File: config.mk
export PLATFORM = sky130hd
export DESIGN_NAME = fifo_buffer
export DESIGN_NICKNAME = d
export VERILOG_FILES = /design/src/rtl/fifo_buffer_pkg.sv /design/src/rtl/fifo_buffer_pointer.sv /design/src/rtl/fifo_buffer.sv
export SDC_FILE = /design/constraint.sdc
export NUM_CORES = 1
export LEC_CHECK = 0
export CAP_MARGIN = 20
export CORE_MARGIN = 4
export CORE_UTILIZATION = 30
export DETAILED_ROUTE_END_ITERATION = 8
export PLACE_DENSITY = 0.44
export SYNTH_ARGS = -nofsm -noshare
export SYNTH_HDL_FRONTEND = slang
export SYNTH_SLANG_ARGS = --single-unit
export TNS_END_PERCENT = 30
File: constraint.sdc
create_clock -name clock -period 2.6 [get_ports clock]
set_input_delay 0.65 -clock clock [delete_from_list [all_inputs] [get_ports clock]]
set_output_delay 0.65 -clock clock [all_outputs]
set_load 0.01 [all_outputs]
File: src/rtl/fifo_buffer_pkg.sv
// Shared widths and status type for the fifo_buffer block.
package fifo_buffer_pkg;

  function automatic int addr_width(input int depth);
    return (depth > 1) ? $clog2(depth) : 1;
  endfunction

  function automatic int level_width(input int depth);
    return $clog2(depth + 1);
  endfunction

  typedef struct packed {
    logic empty;
    logic full;
    logic almost_empty;
    logic almost_full;
  } fifo_status_t;

endpackage

File: src/rtl/fifo_buffer_pointer.sv
// Wrap-around index counter 0..DEPTH-1; wraps explicitly so any DEPTH works.
module fifo_buffer_pointer
  import fifo_buffer_pkg::*;
#(
  parameter int DEPTH = 8
) (
  input  logic                         clock,
  input  logic                         reset_n,
  input  logic                         clear,
  input  logic                         increment,
  output logic [addr_width(DEPTH)-1:0] index
);

  localparam int AW = addr_width(DEPTH);
  localparam logic [AW-1:0] LAST = AW'(DEPTH - 1);

  always_ff @(posedge clock or negedge reset_n) begin
    if (!reset_n) begin
      index <= '0;
    end else if (clear) begin
      index <= '0;
    end else if (increment) begin
      index <= (index == LAST) ? '0 : index + AW'(1);
    end
  end

endmodule

File: src/rtl/fifo_buffer.sv
// Synchronous FIFO with exact level, watermarks, flush and registered read port.
// Optional sticky overflow/underflow flags: define FIFO_BUFFER_ERROR_FLAGS_EN.
module fifo_buffer
  import fifo_buffer_pkg::*;
#(
  parameter int WIDTH_DATA         = 8,
  parameter int DEPTH              = 8,
  parameter int ALMOST_FULL_LEVEL  = 6,
  parameter int ALMOST_EMPTY_LEVEL = 2
) (
  input  logic                          clock,
  input  logic                          reset_n,
  input  logic                          flush,
  input  logic                          write_enable,
  input  logic [WIDTH_DATA-1:0]         write_data,
  input  logic                          read_enable,
  output logic [WIDTH_DATA-1:0]         read_data,
  output logic                          read_valid,
  output logic                          is_empty,
  output logic                          is_full,
  output logic                          is_almost_empty,
  output logic                          is_almost_full,
  output logic [level_width(DEPTH)-1:0] level
`ifdef FIFO_BUFFER_ERROR_FLAGS_EN
  ,
  output logic                          overflow,
  output logic                          underflow
`endif
);

  localparam int AW = addr_width(DEPTH);
  localparam int LW = level_width(DEPTH);

  // Handshake: a request is taken on the edge where its *_accept is high;
  // requests that are not accepted are dropped, never held. read_valid is a
  // one-cycle strobe, one cycle after each accepted read, with read_data.
  fifo_status_t          status;
  logic                  read_accept;
  logic                  write_accept;
  logic [AW-1:0]         wr_ptr;
  logic [AW-1:0]         rd_ptr;
  logic [WIDTH_DATA-1:0] mem [DEPTH];

  always_comb begin
    status              = '0;
    status.empty        = (level == '0);
    status.full         = (level == LW'(DEPTH));
    status.almost_empty = (level <= LW'(ALMOST_EMPTY_LEVEL));
    status.almost_full  = (level >= LW'(ALMOST_FULL_LEVEL));
  end

  assign is_empty        = status.empty;
  assign is_full         = status.full;
  assign is_almost_empty = status.almost_empty;
  assign is_almost_full  = status.almost_full;

  // A full FIFO still takes a write when a read frees a slot on the same edge.
  assign read_accept  = read_enable & ~status.empty & ~flush;
  assign write_accept = write_enable & ~flush & (~status.full | read_accept);

  fifo_buffer_pointer #(.DEPTH(DEPTH)) u_wr_ptr (
    .clock     (clock),
    .reset_n   (reset_n),
    .clear     (flush),
    .increment (write_accept),
    .index     (wr_ptr)
  );

  fifo_buffer_pointer #(.DEPTH(DEPTH)) u_rd_ptr (
    .clock     (clock),
    .reset_n   (reset_n),
    .clear     (flush),
    .increment (read_accept),
    .index     (rd_ptr)
  );

  // Storage is deliberately left out of reset and flush.
  always_ff @(posedge clock) begin
    if (write_accept) begin
      mem[wr_ptr] <= write_data;
    end
  end

  always_ff @(posedge clock or negedge reset_n) begin
    if (!reset_n) begin
      read_data  <= '0;
      read_valid <= 1'b0;
    end else begin
      read_valid <= read_accept;
      if (read_accept) begin
        read_data <= mem[rd_ptr];
      end
    end
  end

  always_ff @(posedge clock or negedge reset_n) begin
    if (!reset_n) begin
      level <= '0;
    end else if (flush) begin
      level <= '0;
    end else if (write_accept && !read_accept) begin
      level <= level + LW'(1);
    end else if (!write_accept && read_accept) begin
      level <= level - LW'(1);
    end
  end

`ifdef FIFO_BUFFER_ERROR_FLAGS_EN
  always_ff @(posedge clock or negedge reset_n) begin
    if (!reset_n) begin
      overflow  <= 1'b0;
      underflow <= 1'b0;
    end else if (flush) begin
      overflow  <= 1'b0;
      underflow <= 1'b0;
    end else begin
      if (write_enable && !write_accept) overflow  <= 1'b1;
      if (read_enable && status.empty)   underflow <= 1'b1;
    end
  end
`endif

endmodule

# Yosys cells after proc, flatten, opt, wreduce, memory -nomap -nowiden
# Memory sizes are Yosys's and may differ from the RTL's. A register that Yosys moved wholly into a read port is not among the register bits.
# Cells that the tools add are included.
[totals] regBits=11 wordCells=42 input_bits=13 ramBits=64 output_inout_bits=17 n_memories=1
[op_classes] n_reduce_logical=9 addsub=4 mux=11 n_bitwise=8 eq_ne=3 order_cmp=2
[mem_list] name="mem" words=8 word_bits=8 rd=1 rd_clocked_by_memory_dff=1 wr=1 line_no="fifo_buffer.sv:42" source="logic [WIDTH_DATA-1:0] mem [DEPTH];"
[op_table] cell="two-way mux 3 bit" n=6
[op_table] cell="two-way mux 4 bit" n=3
[op_table] cell="adder 3 x 1 -> 3 bit (second input constant)" n=2
[op_table] cell="== test 3 bit (second input constant)" n=2
[op_table] cell="adder 4 x 1 -> 4 bit (second input constant)" n=1
[op_table] cell="bitwise AND 1 bit" n=4
[op_table] cell="== test 4 bit (second input constant)" n=1
[op_table] cell=">= comparator 4 x 3 -> 1 bit (second input constant)" n=1
[op_table] cell="less-or-equal comparator 4 x 2 -> 1 bit (second input constant)" n=1
[op_table] cell="zero test 4 bit" n=1
[op_table] cell="nonzero test 2 bit" n=2
[op_table] cell="subtractor 4 x 1 -> 4 bit (second input constant)" n=1
[op_table] cell="zero test 1 bit" n=3
[op_table] cell="inverter 1 bit" n=3
[op_table] cell="nonzero test 3 bit" n=1
[op_table] cell="logical AND 1 bit" n=2
[op_table] cell="two-way mux 1 bit" n=2
[op_table] cell="bitwise OR 1 bit" n=1

# Depth between registers and ports, before layout
[logic_depth] depth_word=11 ltp_mapped=9 depth_no_buf=8

# Cells and area by module
# A second synthesis with hierarchy kept.
[unflattened] hier_cells=209 hier_area_um2=3518.4
[by_module_without_submodules] module="fifo_buffer" n_inst=1 seq_area_each_um2=2247.2 cells_per_inst=185 area_each_um2=3215.6
[by_module_without_submodules] module="fifo_buffer_pointer" n_inst=2 seq_area_each_um2=75.1 cells_per_inst=12 area_each_um2=151.4

# Worst setup path before layout
# OpenSTA, ideal clock, no wires.
[synth_timing] path_kind="input to register" startpoint="input write_enable" endpoint="memory mem[0][0] (enable)" t_required_ns=2.202 slack_ns=0.151 arrival_time_ns=2.051 path_stages=3 n_path_buf=1 setup_time_ns=0.398 cell_sequence="clkbuf_1 o21ai_2 nor4b_1"
[synth_between] elab_chain_cells=4
[synth_lines] item="start, declared" line_no="fifo_buffer.sv:14" source="input logic write_enable,"
[synth_lines] item="bitwise AND 1 bit (2 in series)" line_no="fifo_buffer.sv:59" source="assign write_accept = write_enable & ~flush & (~status.full | read_accept);"
[synth_lines] item="two-way mux 1 bit" line_no="fifo_buffer.sv:79" source="if (write_accept) begin"
[synth_lines] item="two-way mux 1 bit (implied by the code)" line_no="fifo_buffer.sv:80" source="mem[wr_ptr] <= write_data;"
[synth_lines] item="end, declared" line_no="fifo_buffer.sv:42"
# No other way between the ends.

# Worst setup path in the final report
[layout_timing] startpoint="register level[0]" endpoint="output is_empty"
[layout_between] elab_chain_cells=1
[layout_lines] item="start, declared" line_no="fifo_buffer.sv:23" source="output logic [level_width(DEPTH)-1:0] level"
[layout_lines] item="start signal, assigned" line_no="fifo_buffer.sv:102" source="level <= level + LW'(1);"
[layout_lines] item="start signal, assigned" line_no="fifo_buffer.sv:104" source="level <= level - LW'(1);"
[layout_lines] item="zero test 4 bit" line_no="fifo_buffer.sv:46" source="status.empty = (level == '0);"
[layout_lines] item="end, declared" line_no="fifo_buffer.sv:19" source="output logic is_empty,"
# No other way between the ends.

==> summary.md <==
| Metric | Value |
|---|---|
| # IOs | `30` |
| Clock Sinks | `just over 80` |
| Max-cap violations | `0` |
| Worst Skew | `about 0.0095 ns` |
| Sequential share of the synthesized area | `between 60 and 70%` |
| Via Count | `1867` |
| Drt pass-1 iters | `4` |
| RSZ-0062 raised after global routing | `no` |
| Tot Pwr | `~0.0043 W` |
| Critical path data required time | `slightly below 2 ns` |
| Yosys top cell area share | `a little over half` |
| Cell taking the most area after synthesis | `edfxtp_1` |
| Total Wirelength | `7.03 mm` |
| F_max | `0.403 GHz` |
| Layout fillers | `about 1100` |
| Vias/cell | `4.68` |
| Yosys reg bits | `83` |
| DP Worst Slack | `-0.0635 ns` |
| Startpoint Class | `flop` |
| Setup_tns | `0 ns` |
| Rel. slew slack | `between 30% and 40%` |
| CP peak stage delay | `approximately 0.55 ns` |
| Vias in the first global route | `around 2000` |
| Avg Synthesized Cell Area | `around 18 µm²` |
| CP startpoint | `level[0]` |
| Clock Latency Late Sink | `0.33 ns` |
| Die H | `~120 µm` |
| Worst-case clock buffer depth | `2` |
| Status | `completed` |
| LEAKAGE | `roughly 1.6 nW` |
| Crit Reg-Reg Startpoint | `level[0]` |
| Register area | `approximately 2400 µm²` |
| Antenna diodes | `0` |
| Period minus WS final | `2.48 ns` |
| Setup ws final | `~0.12 ns` |
| Worst VDD drop | `0.307 mV` |
| Post-synthesis instance total | `200` |
| CP Max Fanout | `4` |
| Area contributors post-synth | `edfxtp_1 54%, dfrtp_1 13%, mux4_1 5.9%, mux4_2 5.0%, mux2_4 3.3%` |
| Min-Delay Path Depth | `1` |
| Final setup viols | `0` |
| Synthesized cell area | `between 3000 and 4000 µm²` |
| Worst Tran Pin Value | `roughly 0.9 ns` |
| Type of the most critical hold path | `flop to flop` |
| Fin. Hold Viols | `0` |
| GPL Wtd Cong | `0.700` |
| Synth unique cells | `approximately 40` |
| Max-slew violations | `0` |
| Root buf cell | `clkbuf_16` |
| Cell breakdown of the critical path | `or3_4 -> nor2_4 -> clkdlybuf4s50_1` |
| Worst R2R Path Depth | `8` |
| Initial core utilization | `a little under a third` |
| Max stage delay cell, worst path | `clkdlybuf4s50_1` |
| Pwr dens | `between 900 and 1000 nW/µm²` |
| Final worst path period share | `95.5%` |
| Post-DP HPWL | `about 4.7 mm` |
| Arrival time worst endpoint | `about 1.8 ns` |
| Cell row count | `39` |
| Htree depth | `3` |
| Gr ovfl total | `0` |
| Total CTS buffers | `9` |
| Die area | `approximately 14000 µm²` |
| Crit. End Element | `primary output` |
| Largest net degree at the start of global routing | `20` |
| Area of the multi-input gates | `1120 µm²` |
| Share of cells above drive strength 1 | `between 20 and 30%` |
| CTS tree | `yes` |
| Initial antenna violation count | `0` |
| Yosys warns | `0` |
| Area Overhead vs Synth | `25.0%` |
| Die Span X | `around 120 µm` |
| Port Buf Inserts | `29` |
| Post-CTS Setup Bufs | `0` |
| First-pass GRT wire length | `~11 mm` |
| Worst hold path startpoint | `read_data[7]` |
| Final ANT Viol Nets | `0` |
| Drt first-iter violations | `between 80 and 90` |
| Type of the worst setup path | `flop to primary output` |
| Core ar. | `11600 µm²` |
| Net Count, Synth | `220` |
| Reg clk slew, reported paths | `~0.07 ns` |
| Routed len/inst | `between 15 and 20 µm` |
| GRT Util Overall | `10.6%` |
| Layout Utilization | `38.8%` |
| Drt drc | `0` |
| Fin nets | `271` |
state kept, by name, summed over array words and instances (netlist names):
name	cells
mem	64
read_data	8
level	4
u_rd_ptr.index	3
u_wr_ptr.index	3
read_valid	1
path summary, 6_finish.rpt:
path | to | slack, ns
max | is_empty | 0.12
min in group asynchronous | level[1] | 0.68
min reg2reg | read_data[7] | 0.52
max in group asynchronous | read_data[6] | 1.69
max reg2reg | level[3] | 0.50
min | read_data[7] | 0.52
cell families (layout without fill, tap and decap cells):
family / after synthesis / after routing / share of synthesized area [%]
adders and majority gates: 7 / 7 / 2.65
AOI/OAI and AO/OA: 19 / 19 / 3.73
buffers and inverters: 15 / 71 / 2.75
muxes: 34 / 34 / 17.3
DFF: 83 / 83 / 66.8
and+or+nand+nor: 38 / 38 / 5.82
xor gates and xnor gates: 4 / 4 / 0.976
routing by layer:
metal	wire, µm	global-route usage [%]
met1	3310	13.5
met2	3470	17.8
met3	188	3.32
met4	57	2.64
met5	0	0
timing repair:
item,CTS,global route
resized for setup,1,2
hold buffers,0,0
cloned,0,0
endpoints found under the setup margin,1,2
cells in the mapped netlist, drive strengths merged:
| cell | number |
|---|---|
| o31ai | 1 |
| xor2 | 1 |
| o211ai | 1 |
| nor3 | 6 |
| a21o | 1 |
| nand3b | 2 |
| and3 | 1 |
| a21oi | 6 |
| fa | 1 |
| nand4b | 1 |
| o311a | 1 |
| or3b | 3 |
| o21bai | 1 |
| mux2i | 2 |
| nand2b | 1 |
| nor4b | 1 |
| clkbuf | 3 |
| buf | 7 |
| nand2 | 7 |
| nor4 | 1 |
| xnor2 | 3 |
| o21ai | 3 |
| ha | 6 |
| nor2 | 13 |
| mux2 | 16 |
| mux4 | 16 |
| a211oi | 4 |
| edfxtp | 64 |
| o211a | 1 |
| dfrtp | 19 |
| or3 | 2 |
| inv | 5 |
critical path: cells and delay by family (launching register included):
kind / cells / cell delay (ns)
simple gates: 2 / 0.58
buf+inv: 1 / 0.55
flops: 1 / 0.38
where the power goes:
part / leakage [nW] / internal (W) / switching, W / total [W]
registers: 0.819 / 0.00157 / 0.000112 / 0.00168
logic: 0.656 / 0.000780 / 0.000580 / 0.00136
clock network: 0.146 / 0.000778 / 0.000520 / 0.00130
total: 1.62 / 0.00313 / 0.00121 / 0.00434
placed cells by master (no fill, tap or decap), types with 6 or more instances in the layout:
| cell type | count |
|---|---|
| mux2_2 | 8 |
| buf_4 | 20 |
| nand2_1 | 7 |
| nor2_1 | 12 |
| ha_1 | 6 |
| dfrtp_1 | 19 |
| a21oi_1 | 6 |
| mux2_4 | 8 |
| clkdlybuf4s50_1 | 29 |
| mux4_1 | 8 |
| mux4_2 | 8 |
| clkbuf_16 | 9 |
| edfxtp_1 | 64 |
final cells by class:
type                       count  area share, %
clock buffer                  10           5.33
multi-input combinational    102           25.0
inverter                       5          0.418
timing repair buffer          50           10.3
sequential                    83           53.4
tap                          143           3.99
clock inverter                 6           1.59
stage by stage:
stage,instance area (µm²),instances,hold WS [ns]
2_1_floorplan,3590,200,0.354
3_3_place_gp,4160,383,0.496
3_5_place_dp,4160,383,0.502
4_1_cts,4480,399,0.516
5_1_grt,4490,399,0.530
6_report,4490,399,0.516
Power figures use the tool's default switching activity.
